===== src/rtl/ctrl_pkg.sv =====
// ============================================================================
// Module : ctrl_pkg
// Brief  : Opcode, ALU and state encodings shared by the control sequencer.
// Rev    : 1.0
// ============================================================================
`default_nettype none

package ctrl_pkg;

    localparam logic [4:0] c_op_ld   = 5'b00000;
    localparam logic [4:0] c_op_ldi  = 5'b00001;
    localparam logic [4:0] c_op_st   = 5'b00010;
    localparam logic [4:0] c_op_add  = 5'b00011;
    localparam logic [4:0] c_op_rol  = 5'b01011;
    localparam logic [4:0] c_op_addi = 5'b01100;
    localparam logic [4:0] c_op_andi = 5'b01101;
    localparam logic [4:0] c_op_ori  = 5'b01110;
    localparam logic [4:0] c_op_nop  = 5'b11010;
    localparam logic [4:0] c_op_halt = 5'b11011;

    // ALU codes reuse the R-type opcode of the matching operation
    localparam logic [4:0] c_alu_add = 5'b00011;
    localparam logic [4:0] c_alu_and = 5'b00101;
    localparam logic [4:0] c_alu_or  = 5'b00110;

    typedef enum logic [3:0] {
        ST_RST  = 4'd0,
        ST_T0   = 4'd1,
        ST_T1   = 4'd2,
        ST_T2   = 4'd3,
        ST_T3   = 4'd4,
        ST_T4   = 4'd5,
        ST_T5   = 4'd6,
        ST_T6   = 4'd7,
        ST_T7   = 4'd8,
        ST_HALT = 4'd9
    } state_t;

    typedef enum logic [2:0] {
        CL_LD    = 3'd0,
        CL_LDI   = 3'd1,
        CL_ST    = 3'd2,
        CL_RTYPE = 3'd3,
        CL_ITYPE = 3'd4,
        CL_NOP   = 3'd5,
        CL_HALT  = 3'd6
    } op_class_t;

endpackage

`default_nettype wire


===== src/rtl/ctrl_op_class.sv =====
// ============================================================================
// Module : ctrl_op_class
// Brief  : Combinational opcode classifier; yields instruction class and ALU op.
// Rev    : 1.0
// ============================================================================
`default_nettype none

module ctrl_op_class
    import ctrl_pkg::*;
(
    input  logic [4:0] i_opcode,
    output op_class_t  o_class,
    output logic [4:0] o_alu_op
);

    always_comb begin
        o_class  = CL_NOP;
        o_alu_op = c_alu_add;
        if (i_opcode >= c_op_add && i_opcode <= c_op_rol) begin
            o_class  = CL_RTYPE;
            o_alu_op = i_opcode;
        end else begin
            case (i_opcode)
                c_op_ld:   o_class = CL_LD;
                c_op_ldi:  o_class = CL_LDI;
                c_op_st:   o_class = CL_ST;
                c_op_addi: o_class = CL_ITYPE;
                c_op_andi: begin o_class = CL_ITYPE; o_alu_op = c_alu_and; end
                c_op_ori:  begin o_class = CL_ITYPE; o_alu_op = c_alu_or;  end
                c_op_halt: o_class = CL_HALT;
                default:   o_class = CL_NOP;
            endcase
        end
    end

endmodule

`default_nettype wire


===== src/rtl/control_sequencer.sv =====
// ============================================================================
// Module : control_sequencer
// Brief  : T-step control FSM issuing datapath strobes; optional memory wait
//          with timeout enabled by defining CTRL_MEM_WAIT_EN.
// Rev    : 1.0
// ============================================================================
`default_nettype none

module control_sequencer
    import ctrl_pkg::*;
#(
    parameter int IR_W        = 32,
    parameter int OP_W        = 5,
    parameter int MEM_TIMEOUT = 16
) (
    input  logic            clock,
    input  logic            reset_n,
    input  logic [IR_W-1:0] IR,
    input  logic            mem_ready,
    input  logic            stop,
    output logic            PCout,
    output logic            PCin,
    output logic            IncPC,
    output logic            MARin,
    output logic            MDRin,
    output logic            MDRout,
    output logic            IRin,
    output logic            Yin,
    output logic            Zin,
    output logic            Zlowout,
    output logic            Cout,
    output logic            Read,
    output logic            Write,
    output logic            Gra,
    output logic            Grb,
    output logic            Grc,
    output logic            Rin,
    output logic            Rout,
    output logic            BAout,
    output logic [4:0]      alu_op,
    output logic            run,
    output logic            mem_err
);

    state_t     r_state;
    state_t     w_next;
    op_class_t  w_class;
    logic [4:0] w_alu;
    logic       w_hold;
    logic       w_timeout;
    logic       w_memop;

    ctrl_op_class u_op_class (
        .i_opcode (IR[IR_W-1 -: OP_W]),
        .o_class  (w_class),
        .o_alu_op (w_alu)
    );

    assign w_memop = (w_class == CL_LD) || (w_class == CL_ST);

`ifdef CTRL_MEM_WAIT_EN
    localparam int c_cnt_w = $clog2(MEM_TIMEOUT + 1);

    logic [c_cnt_w-1:0] r_wait_cnt;
    logic               r_mem_err;
    logic               w_mem_state;
    logic               w_unused;

    assign w_mem_state = (r_state == ST_T1)
                      || (r_state == ST_T6 && w_class == CL_LD)
                      || (r_state == ST_T7 && w_class == CL_ST);
    assign w_hold      = w_mem_state && !mem_ready;
    assign w_timeout   = w_hold && (r_wait_cnt == c_cnt_w'(MEM_TIMEOUT - 1));
    assign mem_err     = r_mem_err;
    assign w_unused    = ^IR[IR_W-OP_W-1:0];

    always_ff @(posedge clock) begin
        if (!reset_n) begin
            r_wait_cnt <= '0;
            r_mem_err  <= 1'b0;
        end else begin
            r_wait_cnt <= (w_hold && !w_timeout) ? r_wait_cnt + 1'b1 : '0;
            if (w_timeout)
                r_mem_err <= 1'b1;
        end
    end
`else
    logic w_unused;

    assign w_hold    = 1'b0;
    assign w_timeout = 1'b0;
    assign mem_err   = 1'b0;
    assign w_unused  = ^{IR[IR_W-OP_W-1:0], mem_ready, MEM_TIMEOUT[0]};
`endif

    always_ff @(posedge clock) begin
        if (!reset_n)
            r_state <= ST_RST;
        else
            r_state <= w_next;
    end

    always_comb begin
        w_next = r_state;
        case (r_state)
            ST_RST:  w_next = ST_T0;
            ST_T0:   w_next = ST_T1;
            ST_T1:   w_next = ST_T2;
            // stop is only honoured here, so the pending instruction never starts
            ST_T2: begin
                if (stop || w_class == CL_HALT) w_next = ST_HALT;
                else if (w_class == CL_NOP)     w_next = ST_T0;
                else                            w_next = ST_T3;
            end
            ST_T3:   w_next = ST_T4;
            ST_T4:   w_next = ST_T5;
            ST_T5:   w_next = w_memop ? ST_T6 : ST_T0;
            ST_T6:   w_next = ST_T7;
            ST_T7:   w_next = ST_T0;
            ST_HALT: w_next = ST_HALT;
            default: w_next = ST_RST;
        endcase
        if (w_timeout)   w_next = ST_HALT;
        else if (w_hold) w_next = r_state;
    end

    always_comb begin
        PCout = 1'b0; PCin = 1'b0; IncPC = 1'b0; MARin = 1'b0; MDRin = 1'b0;
        MDRout = 1'b0; IRin = 1'b0; Yin = 1'b0; Zin = 1'b0; Zlowout = 1'b0;
        Cout = 1'b0; Read = 1'b0; Write = 1'b0; Gra = 1'b0; Grb = 1'b0;
        Grc = 1'b0; Rin = 1'b0; Rout = 1'b0; BAout = 1'b0; alu_op = 5'd0;
        run = (r_state != ST_RST) && (r_state != ST_HALT);
        case (r_state)
            ST_T0: begin PCout = 1'b1; MARin = 1'b1; IncPC = 1'b1; Zin = 1'b1; end
            ST_T1: begin Zlowout = 1'b1; PCin = 1'b1; Read = 1'b1; MDRin = 1'b1; end
            ST_T2: begin MDRout = 1'b1; IRin = 1'b1; end
            ST_T3: begin
                Grb = 1'b1;
                Yin = 1'b1;
                if (w_class == CL_RTYPE || w_class == CL_ITYPE) Rout  = 1'b1;
                else                                            BAout = 1'b1;
            end
            ST_T4: begin
                Zin    = 1'b1;
                alu_op = w_alu;
                if (w_class == CL_RTYPE) begin Grc = 1'b1; Rout = 1'b1; end
                else                     Cout = 1'b1;
            end
            ST_T5: begin
                Zlowout = 1'b1;
                if (w_memop) MARin = 1'b1;
                else begin Gra = 1'b1; Rin = 1'b1; end
            end
            ST_T6: begin
                MDRin = 1'b1;
                if (w_class == CL_ST) begin Gra = 1'b1; Rout = 1'b1; end
                else                  Read = 1'b1;
            end
            ST_T7: begin
                if (w_class == CL_ST) Write = 1'b1;
                else begin MDRout = 1'b1; Gra = 1'b1; Rin = 1'b1; end
            end
            default: ;
        endcase
    end

endmodule

`default_nettype wire


===== config.mk =====
export PLATFORM = sky130hd
export DESIGN_NAME = control_sequencer
export DESIGN_NICKNAME = d
export VERILOG_FILES = /design/src/rtl/ctrl_pkg.sv /design/src/rtl/ctrl_op_class.sv /design/src/rtl/control_sequencer.sv
export SDC_FILE = /design/constraint.sdc
export NUM_CORES = 1
export LEC_CHECK = 0
export BUFFER_PORTS_ARGS = -buffer_cell sky130_fd_sc_hd__buf_2
export CORE_UTILIZATION = 38
export DETAILED_ROUTE_END_ITERATION = 10
export HOLD_SLACK_MARGIN = 0.03
export PLACE_DENSITY = 0.95
export SLEW_MARGIN = 30
export SYNTH_ARGS = -nofsm -noshare
export SYNTH_HDL_FRONTEND = slang
export SYNTH_SLANG_ARGS = --single-unit

===== constraint.sdc =====
create_clock -name clock -period 2.8 [get_ports clock]
set_clock_uncertainty 0.15 [all_clocks]
set_input_delay 0.28 -clock clock [delete_from_list [all_inputs] [get_ports clock]]
set_output_delay 0.28 -clock clock [all_outputs]
set_load 0.005 [all_outputs]

==> impl_metrics.env <==
export IMPL_grt_start_max_net_pins=18
export IMPL_run_status="complete, no violations"
export IMPL_final_instance_count_excl_fill=134
export IMPL_insertion_delay_ns=0.24
export IMPL_ios=62
export IMPL_worst_setup_path_end_kind="output pin"
export IMPL_initial_core_util_pct=41.1
export IMPL_finalCoreUtilization_pct=50.2
export IMPL_fp_row_count=14
export IMPL_place_gp_congestion=0.858
export IMPL_ir_drop_v=0.000214
export IMPL_routed_via_density=5.75
export IMPL_post_cts_buffers=0
export IMPL_n_fill_cell=158
export IMPL_yosysTopAreaCell="sky130_fd_sc_hd__dfxtp_1"
export IMPL_first_drt_iteration_drcs=17
export IMPL_worst_path_dominant_cell_family="simple AND/OR/NAND/NOR gates"
export IMPL_worstPathMaxFanout=14
export IMPL_quantity_of_hold_fixing_buffers_added_after_cts=0
export IMPL_max_cap_violations=0
export IMPL_horizontal_die_dimension_um=42.6
export IMPL_antenna_diode_count=0
export IMPL_cts_buffers_inserted=3
export IMPL_clock_slew_at_reported_path_ffs_ns=0.04
export IMPL_synth_distinct_cells=41
export IMPL_synth_flop_cell="sky130_fd_sc_hd__dfxtp_1"
export IMPL_place_inst=131
export IMPL_cp_cell_sequence="nand2b_1 > nor2_1 > nor4bb_1 > buf_2"
export IMPL_route_detailed_drc=0
export IMPL_postSynthAreaPerCell_um2=6.67
export IMPL_cts_root_buffer="sky130_fd_sc_hd__clkbuf_4"
export IMPL_ff_latch_count_synth=4
export IMPL_htree_num_levels=1
export IMPL_port_buffers=31
export IMPL_cpMaxStageDelayCell="sky130_fd_sc_hd__dfxtp_1"
export IMPL_gr_usage_all_layers_pct=17.7
export IMPL_fraction_of_synthesis_flops_using_an_asynchronous_set_or_reset_pin_pct=0
export IMPL_reg_top3="r_state (4)"
export IMPL_routed_wire_length_per_instance_um=11.8
export IMPL_min_period_ns=2.17
export IMPL_nets=156
export IMPL_synth_area_mux_share_pct=1.60
export IMPL_report_final_slew_viol_count=0
export IMPL_syn_inst=94
export IMPL_first_pass_grt_wire_length_um=2530
export IMPL_synth_fa_ha_area_share_pct=0
export IMPL_tightest_slew_ns=0.606
export IMPL_synth_enable_flop_cells=0
export IMPL_register_bank_with_the_most_flops="r_state"
export IMPL_worst_endpoint_required_ns=2.37
export IMPL_final_hold_violation_count=0
export IMPL_synth_compound_area_share_pct=28.9
export IMPL_core_area_um2=1520
export IMPL_count_of_vias_placed_by_the_detailed_router=770
export IMPL_synth_top_family_by_area="simple AND/OR/NAND/NOR gates"
export IMPL_detail_route_wirelength_um=1590
export IMPL_layout_cell_share_with_drive_strength_beyond_1_pct=31.4
export IMPL_first_global_vias=597
export IMPL_post_synth_instance_area_um2=627
export IMPL_globalRoute_totalOverflow=0
export IMPL_number_of_buffers_between_clock_root_and_the_deepest_sink=2
export IMPL_leakagePower_nw=0.366
export IMPL_initial_antenna_violation_count=0
export IMPL_hp_class="in -> reg"
export IMPL_p_per_area_nw_per_um2=298
export IMPL_yosys_area_share_xor_xnor_pct=1.40
export IMPL_cp_arrival_ns=1.74
export IMPL_floorplan_die_area_um2=1820
export IMPL_grt_setup_unrepaired="false"
export IMPL_post_synth_most_frequent_cells="sky130_fd_sc_hd__nor2_1 (11), sky130_fd_sc_hd__nand2_1 (7), sky130_fd_sc_hd__a21oi_1 (6), sky130_fd_sc_hd__clkbuf_1 (6), sky130_fd_sc_hd__nand2b_1 (6)"
export IMPL_post_synth_main_area_contributors="sky130_fd_sc_hd__dfxtp_1 (13%), sky130_fd_sc_hd__nor2_1 (6.6%), sky130_fd_sc_hd__nand2b_1 (6.0%), sky130_fd_sc_hd__a21oi_1 (4.8%), sky130_fd_sc_hd__buf_4 (4.8%)"
export IMPL_fmaxAchievable_mhz=461
export IMPL_area_delta_synth_final_pct=22.0
export IMPL_cts_sinks=4
export IMPL_route_antenna_remaining_nets=0
export IMPL_cts_resized=0
export IMPL_synthMostInstantiatedCell="sky130_fd_sc_hd__nor2_1"
export IMPL_worst_slew_margin_rel_pct=59.3
export IMPL_yosysTopAreaCellShare_pct=12.8
export IMPL_finalSetupTns_ns=0
export IMPL_die_h_um=42.6
export IMPL_finalSetupViolations=0
export IMPL_max_stage_delay_ns=0.56
export IMPL_largest_reg_flops=4
export IMPL_hold_slack_ns=0.158
export IMPL_yosysSeqAreaShare_pct=12.8
export IMPL_synth_simple_gate_area_share_pct=42.7
export IMPL_detailed_place_hpwl_um=1150
export IMPL_cts_tree="done"
export IMPL_worst_path_buf_inv=1
export IMPL_path_class="reg -> out"
export IMPL_critical_path_startpoint_type="register"
export IMPL_yosysWarnings=0
export IMPL_detail_route_first_pass_iterations=4
export IMPL_min_period_over_period_pct=77.5
## worst paths after layout
path / startpoint / endpoint / slack [ns] / cells after the start
worst min register to register: r_state[0]$_SDFF_PN0_ / r_state[3]$_SDFF_PN0_ / 0.54 / 1
worst max-delay path: r_state[2]$_SDFF_PN0_ / alu_op[3] / 0.63 / 4
worst min-delay path: reset_n / r_state[2]$_SDFF_PN0_ / 0.16 / 3
worst max register to register: r_state[1]$_SDFF_PN0_ / r_state[3]$_SDFF_PN0_ / 1.23 / 3
## where the power goes
part           switching (W)  internal (W)
registers          0.0000137     0.0000610
clock network      0.0000258     0.0000481
logic              0.0000428     0.0000365
## cells in the final DEF (no fill, tap or decap), drive strengths merged, types with 2 or more instances in the layout
cell type and instances:
o21ai 4, nor4 2, conb 2, a21oi 6, clkbuf 3, nand2b 6
inv 3, o41a 2, nand2 7, nor3 4, nor4bb 2, and2 2
buf 31, dfxtp 4, or3 3, nor2 11, a21boi 2, nand3 2
## metrics by stage
| stage | total power (W) | instance area (um2) | setup slack [ns] |
|---|---|---|---|
| after floorplan | 0.000129 | 631 | 0.935 |
| after global placement | 0.000151 | 742 | 0.731 |
| after detailed placement | 0.000154 | 742 | 0.720 |
| after CTS | 0.000229 | 764 | 0.623 |
| after global routing | 0.000245 | 764 | 0.489 |
| final | 0.000228 | 764 | 0.630 |
## cell type report
cell class,instances,area [um2],area share [%]
multi-input combinational,77,475,62.2
timing repair buffer,31,155,20.3
sequential,4,80.1,10.5
clock buffer,3,22.5,2.95
tap,16,20.0,2.62
inverter,3,11.3,1.47
## per-layer routing
metal | vias to the layer above | global-route usage (%) | part of all wire, %
li1 | 389 | - | -
met1 | 345 | 23.8 | 45
met2 | 34 | 27.7 | 47
met3 | 2 | 2.59 | 6.5
met4 | 0 | 7.50 | 0.57
met5 | - | 0 | 0
## worst reg2reg max path, stage by stage, from the launching register on
cell and delay [ns]:
sky130_fd_sc_hd__dfxtp_1 0.60, sky130_fd_sc_hd__nor3b_1 0.15, sky130_fd_sc_hd__or3_1 0.33, sky130_fd_sc_hd__o2111a_1 0.23
## logic make-up (layout without fill, tap and decap cells)
logic type / count (synthesis) / after routing
and+or+nand+nor: 48 / 48
buffers and inverters: 14 / 37
muxes: 1 / 1
DFF: 4 / 4
xor gates and xnor gates: 1 / 1
AOI/OAI and AO/OA: 25 / 25
other: 1 / 2
No activity file was read; power rests on OpenSTA's default activity.
